## src/rtl/projectile_motion.sv

```systemverilog
// projectile_motion: steps a launched projectile once per frame tick and
// reports how the flight ended (ground, screen edge or wall).
// Optional wall collision is compiled in when WALL_COLLISION_EN is defined.
module projectile_motion #(
    parameter int FRAME_TICKS   = 1_000_000,
    parameter int START_X_LEFT  = 100,
    parameter int START_X_RIGHT = 900,
    parameter int START_Y       = 600,
    parameter int GROUND_Y      = 700,
    parameter int SCREEN_W      = 1024,
    parameter int V_UP          = 16,
    parameter int GRAVITY       = 1
`ifdef WALL_COLLISION_EN
    ,
    parameter int WALL_X_MIN    = 500,
    parameter int WALL_X_MAX    = 524,
    parameter int WALL_TOP_Y    = 450
`endif
) (
    input  logic        clk60MHz,
    input  logic        rst,
    input  logic        launch,
    input  logic [4:0]  speed,
    input  logic        turn,
    output logic [10:0] x_pos,
    output logic [10:0] y_pos,
    output logic        in_flight,
    output logic        land_pulse,
    output logic [1:0]  end_code
);

    localparam int TICK_W = (FRAME_TICKS > 1) ? $clog2(FRAME_TICKS) : 1;

    typedef enum logic [1:0] {IDLE, FLIGHT, DONE} state_t;

    state_t state, state_nxt;

    logic [TICK_W-1:0] tick;
    logic [10:0]       x;        // always on screen, so unsigned
    logic signed [12:0] y;       // may go above the screen (negative)
    logic [4:0]        vx;
    logic              dir;
    logic signed [7:0] vy;
    logic [1:0]        code;

    // Step datapath signals
    logic signed [12:0] x_n;
    logic signed [12:0] y_n;
    logic signed [8:0]  vy_sum;
    logic               step;
    logic               edge_hit;
    logic               wall_hit;
    logic               ground_hit;
    logic               end_hit;

    // State register
    always_ff @(posedge clk60MHz) begin
        // NOTE: sequential state uses non-blocking assignments so every
        // register samples the pre-edge values of the others.
        if (rst) state <= IDLE;
        else     state <= state_nxt;
    end

    // Next-state logic
    always_comb begin
        // NOTE: default first so no path leaves state_nxt unassigned (no latch).
        state_nxt = state;
        case (state)
            IDLE:    if (launch)  state_nxt = FLIGHT;
            FLIGHT:  if (end_hit) state_nxt = DONE;
            DONE:    state_nxt = IDLE;
            default: state_nxt = IDLE;
        endcase
    end

    // Output decode: flags from state, position from the registers
    always_comb begin
        in_flight  = (state == FLIGHT);
        land_pulse = (state == DONE);
        end_code   = code;
        x_pos      = x;
        if (y[12])      y_pos = 11'd0;
        else if (y[11]) y_pos = 11'h7ff;
        else            y_pos = y[10:0];
    end

    // Candidate next position and end-of-flight conditions for this step
    always_comb begin
        step = (state == FLIGHT) && (tick == TICK_W'(FRAME_TICKS - 1));
        if (dir) x_n = $signed({2'b00, x}) - $signed({8'b0, vx});
        else     x_n = $signed({2'b00, x}) + $signed({8'b0, vx});
        y_n    = y + {{5{vy[7]}}, vy};
        vy_sum = $signed({vy[7], vy}) + $signed(9'(GRAVITY));
        edge_hit   = (x_n < 13'sd0) || (x_n > $signed(13'(SCREEN_W - 1)));
`ifdef WALL_COLLISION_EN
        wall_hit   = (x_n >= $signed(13'(WALL_X_MIN))) &&
                     (x_n <= $signed(13'(WALL_X_MAX))) &&
                     (y_n >= $signed(13'(WALL_TOP_Y)));
`else
        wall_hit   = 1'b0;
`endif
        ground_hit = (y_n >= $signed(13'(GROUND_Y)));
        end_hit    = step && (edge_hit || wall_hit || ground_hit);
    end

    // Projectile registers: load on launch, advance on each frame step
    always_ff @(posedge clk60MHz) begin
        if (rst) begin
            tick <= '0;
            x    <= '0;
            y    <= '0;
            vx   <= '0;
            dir  <= 1'b0;
            vy   <= '0;
            code <= 2'd0;
        end else if (state == IDLE) begin
            if (launch) begin
                tick <= '0;
                x    <= turn ? 11'(START_X_RIGHT) : 11'(START_X_LEFT);
                y    <= 13'(START_Y);
                vx   <= speed;
                dir  <= turn;
                vy   <= 8'(-V_UP);
                code <= 2'd0;
            end
        end else if (state == FLIGHT) begin
            if (step) begin
                tick <= '0;
                // Velocity saturates at +127 to stay within 8 bits
                if (vy_sum > 9'sd127) vy <= 8'sd127;
                else                  vy <= vy_sum[7:0];
                if (edge_hit) begin
                    x    <= (x_n < 13'sd0) ? 11'd0 : 11'(SCREEN_W - 1);
                    y    <= y_n;
                    code <= 2'd1;
                end else if (wall_hit) begin
                    x    <= x_n[10:0];
                    y    <= y_n;
                    code <= 2'd2;
                end else if (ground_hit) begin
                    x    <= x_n[10:0];
                    y    <= 13'(GROUND_Y);
                    code <= 2'd0;
                end else begin
                    x    <= x_n[10:0];
                    y    <= y_n;
                end
            end else begin
                tick <= tick + TICK_W'(1);
            end
        end
    end

endmodule
```

## config.mk

```make
export PLATFORM = sky130hd
export DESIGN_NAME = projectile_motion
export DESIGN_NICKNAME = d
export VERILOG_FILES = /design/src/rtl/projectile_motion.sv
export SDC_FILE = /design/constraint.sdc
export NUM_CORES = 1
export LEC_CHECK = 0
export BUFFER_PORTS_ARGS = -buffer_cell sky130_fd_sc_hd__buf_2
export CAP_MARGIN = 10
export CORE_UTILIZATION = 50
export CTS_BUF_LIST = sky130_fd_sc_hd__clkbuf_4 sky130_fd_sc_hd__clkbuf_8
export CTS_CLUSTER_SIZE = 14
export DETAILED_ROUTE_END_ITERATION = 12
export GPL_TIMING_DRIVEN = 0
export PLACE_DENSITY = 0.72
export RECOVER_POWER = 25
export SETUP_SLACK_MARGIN = 0.1
export SKIP_CTS_REPAIR_TIMING = 1
export SLEW_MARGIN = 30
export SYNTH_ARGS = -nofsm -noshare
export SYNTH_HDL_FRONTEND = slang
export SYNTH_SLANG_ARGS = --single-unit
```

## constraint.sdc

```tcl
create_clock -name clk60MHz -period 4.2 [get_ports clk60MHz]
set_input_delay 0.21 -clock clk60MHz [delete_from_list [all_inputs] [get_ports clk60MHz]]
set_output_delay 0.21 -clock clk60MHz [all_outputs]
set_load 0.005 [all_outputs]
```

==> out/metrics.cfg, run 1 <==
[setup_path]
cp_max_fo=7
cp_num_buf_inv=1
worst-path-stages=11
endpoint_kind=flip-flop
slowest_stage=mux2i_2
path_delay_family=compound AO/OA/AOI/OAI gates
arrival_ns=3.41
crit_chain=ha_1, inv_1, fa_1, o21ba_1, nor4_1, o21ai_1, a21oi_2, mux2i_2, and2_4, nand2b_4, a311oi_1
startpoint_type=flip-flop
required_ns=4.44
critPathMaxStageDelay_ns=0.43
crit_type=reg -> reg
reg2reg_depth=11

[synth]
syn-mean-instance-area_um2=7.66
synthFlopType=dfxtp_1
synth_cells=553
synth-seq-cells=61
synth_fp_nets=590
ys_warn_count=0
synth_seq_area_share_pct=28.8
synth_edf_count=0
yosysUniqueCellTypes=76
syn-cell-area_um2=4240
synthArstFlopShare_pct=0

[detailed_routing]
met2_length_mm=5.00
firstDrtPassIters=4
drtIter0Drc=196
route.met3.wl_um=539
top_layer=met4
wirelength_mm=10.9
drc=0
wl_met1_mm=5.20
antenna_left=0
vias=4164
avgViaCountPerCell=5.89
wire_per_inst_um=15.5

[global_routing]
grt_usage_pct=26.2
grt_antenna_before_repair=0
grt_pass1_wl_mm=18.3
grt_pass1_vias=3815
grt.overflow.total=0
grt_max_degree=12

[timing]
report.final.slew_viol_count=0
finalSetupTns_ns=0
tightest_slew_ns=0.669
slew_headroom_pct=55.0
rsz0062_at_grt=no
skew_ns=0.00907
hold_viol=0
setup-violations-final=0
max_freq_mhz=316
min_period_over_period_pct=75.4
fin_crit_ns=3.17

[floorplanning]
chipWidth_um=94.1
initial_core_util_pct=51.6
core_area_um2=8220
ioPinCount=35
std_cell_rows=33
die_area_um2=8850
fp.dieH_um=94.1

[placed_design]
dp_hpwl_mm=8.00
place.port_buffers=33
place_area_um2=4530
gp_congestion=0.881

[cts]
h-tree-depth=3
cts_tree=done
numCtsBuffers=9
clock-sinks=61
clock_latency_ns=0.34
root_buffer=clkbuf_8
ctsLongestPathBuffers=2
clkTransAtPathRegs_ns=0.07

[power_and_ir_drop]
power.density_nw_per_um2=296
p_leak_nw=1.88
peakVddDrop_mv=0.194

[layout]
most-common-layout-cells=nor2_1, dfxtp_1, nand2_1
area_growth_pct=11.5
finalNetCount=634
diodes=0
ff_latch_area_um2=1220
nFillCells=792
mostFrequentLayoutCell=nor2_1
multi_input_area_um2=2810
final_layout_size_suffix_gt1_share_pct=12.0
final_area_um2=4730

[worst_hold_path]
hold_depth=3
worstHoldPathType=in -> reg

[outcome]
status=finished clean

[flow_run]
drv_cap=0

[worst min-delay path: stages]
cell     delay (ns)
buf_2          0.09
nand2_1        0.04
a21oi_1        0.05
[final cells by class]
type                    instances  area share, %
multi-input cells             446           59.5
flip-flops and latches         61           25.8
repair buffers                 33           3.26
clock buffers                  11           3.07
well taps                     105           2.78
plain buffers                  26           2.73
inverters                      20           1.59
clock inverters                 5           1.27
[kinds of logic (layout without fill, tap and decap cells)]
group | after synthesis | in the layout | synth area share, %
flip-flops | 61 | 61 | 28.8
adder cells (fa/ha/maj) | 28 | 28 | 8.80
XOR/XNOR | 22 | 22 | 4.55
AO/OA/AOI/OAI | 155 | 155 | 23.5
buffers and inverters | 46 | 95 | 4.81
other | 1 | 1 | 0.0885
multiplexers | 9 | 9 | 2.30
AND/OR/NAND/NOR | 231 | 231 | 27.1
[layer usage]
layer,global-route usage [%],vias up
met5,0,-
met4,8.72,0
met3,4.69,19
met2,42.2,110
met1,35.2,1948
li1,-,2087
[cell usage after synthesis, types with 3 or more instances]
cell,count,share of area (%)
nor2_1,79,7.0
dfxtp_1,61,29
nand2_1,50,4.4
a21oi_1,48,5.7
o21ai_0,32,3.8
ha_1,25,7.4
inv_1,20,1.8
nor3_1,16,1.9
nand3_1,15,1.8
xor2_1,15,3.1
clkbuf_1,12,1.1
and3_1,10,1.5
buf_2,10,1.2
nand4_1,10,1.5
a31oi_1,8,1.2
a211oi_1,7,1.2
a311oi_1,7,1.4
and2_1,7,1.0
nand2b_1,7,1.0
xnor2_1,7,1.4
a21o_1,6,1.1
a22oi_1,5,0.89
mux2i_1,5,1.2
nor3b_1,5,0.89
nor4_1,5,0.74
o211ai_1,4,0.71
o21a_1,4,0.71
o21ai_1,4,0.47
o21bai_1,4,0.71
a21oi_2,3,0.62
a221oi_1,3,0.62
a32o_1,3,0.71
fa_1,3,1.4
mux2_2,3,0.80
nor2b_1,3,0.44
[final timing paths]
| path | slack, ns | endpoint | from |
|---|---|---|---|
| setup / recovery | 1.03 | y[2]$_SDFFE_PP0P_ | x_pos[0]$_SDFFE_PP0P_ |
| hold / removal | 0.1 | vx[2]$_SDFFE_PP0P_ | speed[2] |
| setup reg to reg | 1.03 | y[2]$_SDFFE_PP0P_ | x_pos[0]$_SDFFE_PP0P_ |
| hold reg to reg | 0.49 | tick[1]$_SDFFE_PP0P_ | tick[1]$_SDFFE_PP0P_ |
[where the power goes]
part,switching (mW),internal [mW]
sequential,0.0199,0.595
clock,0.244,0.298
combinational,0.149,0.0922
total,0.413,0.985
[state kept, by name, summed over array words and instances (netlist names)]
name      cells
tick         20
y            13
x_pos        11
vy            8
vx            5
state         2
dir           1
end_code      1
[metrics by stage]
stage	total power, mW	hold WS (ns)	util [%]	setup slack (ns)	std cells
floorplan	0.800	0.346	-	1.47	553
global placement	0.859	0.452	55.2	1.20	691
detailed placement	0.865	0.455	55.2	1.07	691
CTS	1.40	0.0885	57.7	1.06	707
global route	1.46	0.0840	57.5	0.767	707
finish	1.40	0.0959	57.5	1.03	707
No activity file was read; power rests on OpenSTA's default activity.
==> run 2: changes to the inputs <==
--- a/config.mk
+++ b/config.mk
@@ -12,7 +12,7 @@
 export CTS_CLUSTER_SIZE = 14
 export DETAILED_ROUTE_END_ITERATION = 12
 export GPL_TIMING_DRIVEN = 0
-export PLACE_DENSITY = 0.72
+export PLACE_DENSITY = 0.74
 export RECOVER_POWER = 25
 export SETUP_SLACK_MARGIN = 0.1
 export SKIP_CTS_REPAIR_TIMING = 1
==> constraint.sdc (replaced) <==
create_clock -name clk60MHz -period 2.8 [get_ports clk60MHz]
set_input_delay 0.14 -clock clk60MHz [delete_from_list [all_inputs] [get_ports clk60MHz]]
set_output_delay 0.14 -clock clk60MHz [all_outputs]
set_load 0.005 [all_outputs]
==> out/metrics.cfg, run 2 (same netlist as run 1, synthesis figures left out) <==
[layout]
largest_reg_flops=20
final_layout_size_suffix_gt1_share_pct=19.8
top_register=tick
area_growth_pct=18.3
finalNetCount=643
diodes=0
most-common-layout-cells=nor2_1, dfxtp_1, nand2_1
mostFrequentLayoutCell=nor2_1

[timing]
skew_ns=0.00591
min_period_over_period_pct=100
tightest_slew_ns=0.692
slew_headroom_pct=53.7
max_freq_mhz=356
hold_viol=0
finalSetupTns_ns=-0.00835
setup-violations-final=2
setup_ws_ns=-0.00711
fin_crit_ns=2.81
report.final.slew_viol_count=0
rsz0062_at_grt=yes
whs_ns=0.0336

[worst_hold_path]
worstHoldPathType=in -> reg
min_from=speed[3]
hold_depth=3

[cts]
clock_latency_ns=0.34
h-tree-depth=3
clkTransAtPathRegs_ns=0.07
clock-sinks=61
root_buffer=clkbuf_8
numCtsBuffers=9
cts_tree=done
ctsLongestPathBuffers=2

[flow_run]
drv_cap=0

[setup_path]
critPathMaxStageDelay_ns=0.40
crit_chain=inv_2, ha_4, inv_2, fa_2, a21oi_2, o211ai_1, or2_4, a21oi_4, mux2i_4, and2_4, nand2b_4, a32o_1
slowest_stage=fa_2
required_ns=3.03
cp_num_buf_inv=2
crit_type=reg -> reg
arrival_ns=3.04
worst-path-stages=12
cp_max_fo=7
path_delay_family=compound AO/OA/AOI/OAI gates
crit_start=x_pos[0]$_SDFFE_PP0P_
path_common_cell=inv_2
rrSetupSlack_ns=-0.007
startpoint_type=flip-flop
endpoint_kind=flip-flop
r2r_start=x_pos[0]$_SDFFE_PP0P_
reg2reg_depth=12

[global_routing]
grt.overflow.total=0
grt_pass1_wl_mm=18.3
grt_max_degree=11
grt_pass1_vias=3837
grt_usage_pct=26.2
grt_antenna_before_repair=0

[detailed_routing]
firstDrtPassIters=6
drtIter0Drc=264
drc=0
wirelength_mm=11.4
avgViaCountPerCell=5.97
antenna_left=0
vias=4275
wire_per_inst_um=15.9

[placed_design]
dp_hpwl_mm=7.99
gp_congestion=0.883
post-place-ws_ns=-0.182
place.port_buffers=33

[power_and_ir_drop]
power.density_nw_per_um2=462
p_leak_nw=2.00
peakVddDrop_mv=0.267

[outcome]
status=finished, violations left
violations=setup timing

[floorplanning]
fp.dieH_um=94.1
die_area_um2=8850
std_cell_rows=33
ioPinCount=35
core_area_um2=8220
chipWidth_um=94.1
initial_core_util_pct=51.6

==> run 2: cell count changes in the layout (fill, tap and decap cells not counted), moves of 3 or more <==
cell      previous run  this run
buf_4                1        10
dfxtp_2              0         4
a211oi_2             0         3
clkbuf_1            21        15
buf_2               33        39
o21ai_0             32        26
o21ai_2              0         5
dfxtp_1             61        56
a211oi_1             7         4
==> run 2: routing by layer <==
layer | global-route usage (%) | vias to the layer above | wire length (µm)
met2 | 43.1 | 121 | 5410
met4 | 7.56 | 0 | 162
li1 | - | 2105 | -
met5 | 0 | - | 0
met1 | 34.9 | 2029 | 5290
met3 | 4.77 | 20 | 558
==> run 2: through the flow <==
stage                     cells  util, %  total power [mW]  cell area [µm²]
after global routing        716     61.0              2.41             5010
after detailed placement    691     55.3              1.30             4540
after CTS                   707     58.3              2.28             4790
after global placement      691     55.3              1.29             4540
after floorplan             553        -              1.20             4240
final                       716     61.0              2.31             5010
==> run 2: final timing paths <==
path | end
max | y[1]$_SDFFE_PP0P_
min | vx[3]$_SDFFE_PP0P_
max reg2reg | y[1]$_SDFFE_PP0P_
min reg2reg | tick[1]$_SDFFE_PP0P_
==> run 2: final cells by class <==
cell class,instances,area (µm²)
Tap cell,105,131
Multi-Input combinational cell,446,2970
Buffer,26,129
Timing Repair Buffer,42,228
Fill cell,755,3200
Clock buffer,12,153
Inverter,20,75.1
Clock inverter,4,95.1
Sequential cell,61,1230
==> run 2: where the power goes <==
group	switching (mW)	total, mW	internal [mW]
clock	0.350	0.984	0.634
combinational	0.244	0.406	0.161
sequential	0.0317	0.924	0.892
==> run 2: worst reg2reg max path: cells and delay by family, from the launching register on <==
| kind | cells | cell delay [ns] |
|---|---|---|
| AO/OA/AOI/OAI | 4 | 0.82 |
| AND/OR/NAND/NOR | 3 | 0.58 |
| adder cells (fa/ha/maj) | 2 | 0.54 |
| multiplexers | 1 | 0.34 |
| flip-flops | 1 | 0.33 |
| buffers and inverters | 2 | 0.10 |
==> run 3: changes to the inputs <==
--- a/config.mk
+++ b/config.mk
@@ -14,6 +14,7 @@
 export GPL_TIMING_DRIVEN = 0
 export PLACE_DENSITY = 0.74
 export RECOVER_POWER = 25
+export REMOVE_ABC_BUFFERS = 1
 export SETUP_SLACK_MARGIN = 0.1
 export SKIP_CTS_REPAIR_TIMING = 1
 export SLEW_MARGIN = 30
==> out/metrics.cfg, run 3 (same netlist as run 1, synthesis figures left out) <==
[cts]
cts_tree=done
h-tree-depth=3
clock_latency_ns=0.35
ctsLongestPathBuffers=2
numCtsBuffers=9
clock-sinks=61
clkTransAtPathRegs_ns=0.08
root_buffer=clkbuf_8

[outcome]
violations=setup timing
status=finished, violations left

[layout]
most-common-layout-cells=nor2_1, dfxtp_1, nand2_1
diodes=0
finalNetCount=618
top_register=tick
mostFrequentLayoutCell=nor2_1
area_growth_pct=14.6
nFillCells=766
largest_reg_flops=20
final_layout_size_suffix_gt1_share_pct=18.3

[timing]
skew_ns=0.0112
slew_headroom_pct=42.8
report.final.slew_viol_count=0
max_freq_mhz=355
fin_crit_ns=2.82
setup-violations-final=4
hold_viol=0
tightest_slew_ns=0.859
setup_ws_ns=-0.0199
rsz0062_at_grt=yes
min_period_over_period_pct=101

[floorplanning]
die_area_um2=8850
core_area_um2=8220
std_cell_rows=33
initial_core_util_pct=51.6
fp.dieH_um=94.1
chipWidth_um=94.1
ioPinCount=35

[global_routing]
grt.overflow.total=0
grt_pass1_wl_mm=17.1
grt_usage_pct=24.6
grt_max_degree=43
grt_antenna_before_repair=0
grt_pass1_vias=3595

[setup_path]
startpoint_type=flip-flop
cp_max_fo=7
arrival_ns=3.05
r2r_start=x_pos[0]$_SDFFE_PP0P_
required_ns=3.03
crit_start=x_pos[0]$_SDFFE_PP0P_
crit_type=reg -> reg
endpoint_kind=flip-flop

[detailed_routing]
wirelength_mm=11.1
drc=0
antenna_left=0
avgViaCountPerCell=6.08
drtIter0Drc=241
wire_per_inst_um=16.1
firstDrtPassIters=5
vias=4195

[worst_hold_path]
min_from=speed[0]
worstHoldPathType=in -> reg

[placed_design]
dp_hpwl_mm=7.39
gp_congestion=0.883
post-place-ws_ns=-0.353
place.port_buffers=33

[power_and_ir_drop]
p_leak_nw=1.91
finalPower_mw=2.12
power.density_nw_per_um2=435
peakVddDrop_mv=0.249

[flow_run]
drv_cap=0

run 3: worst max-delay path: stages (launching register included):
cell,delay [ns]
dfxtp_4,0.37
inv_4,0.05
ha_4,0.12
inv_2,0.04
fa_2,0.40
a21oi_2,0.18
o211ai_1,0.12
or2_1,0.29
a21oi_4,0.27
mux2i_4,0.33
and2_4,0.20
nand2b_4,0.09
a32o_1,0.23
run 3: worst paths after layout:
kind	endpoint	slack, ns	cells after the start
setup / recovery	y[0]$_SDFFE_PP0P_	-0.02	12
hold / removal	vx[0]$_SDFFE_PP0P_	0.03	3
setup reg to reg	y[0]$_SDFFE_PP0P_	-0.02	12
hold reg to reg	vx[1]$_SDFFE_PP0P_	0.48	2
run 3: per-stage QoR:
stage          setup TNS (ns)  std cells  hold slack, ns  util [%]  area (µm²)
3_3_place_gp            -3.92        665           0.381      53.6        4410
6_report              -0.0557        690          0.0259      59.1        4860
4_1_cts                 -5.25        680          0.0226      56.0        4600
2_1_floorplan               0        527           0.209         -        4110
5_1_grt                -0.965        690          0.0338      59.1        4860
3_5_place_dp            -4.43        665           0.389      53.6        4410
run 3: cell type report:
| cell class | instances | area [µm²] | share of cell area [%] |
|---|---|---|---|
| repair buffers | 43 | 243 | 5.00 |
| flip-flops and latches | 61 | 1230 | 25.4 |
| multi-input cells | 446 | 2980 | 61.2 |
| inverters | 20 | 77.6 | 1.60 |
| well taps | 105 | 131 | 2.70 |
| clock inverters | 4 | 47.5 | 0.979 |
| clock buffers | 11 | 151 | 3.12 |
run 3: report_power, final:
group	internal [mW]	leakage, nW	switching [mW]	total, mW
sequential	0.891	0.499	0.0387	0.929
clock	0.452	0.101	0.362	0.814
combinational	0.146	1.31	0.226	0.372
run 3: routing by layer:
layer  track usage [%]  vias up  part of all wire, %  routed length, µm
li1                  -     2046                    -                  -
met3              2.83       16                  4.8                539
met5                 0        -                    0                  0
met1              32.2     1992                   45               4980
met4              10.0        0                  1.8                196
met2              40.9      141                   49               5400
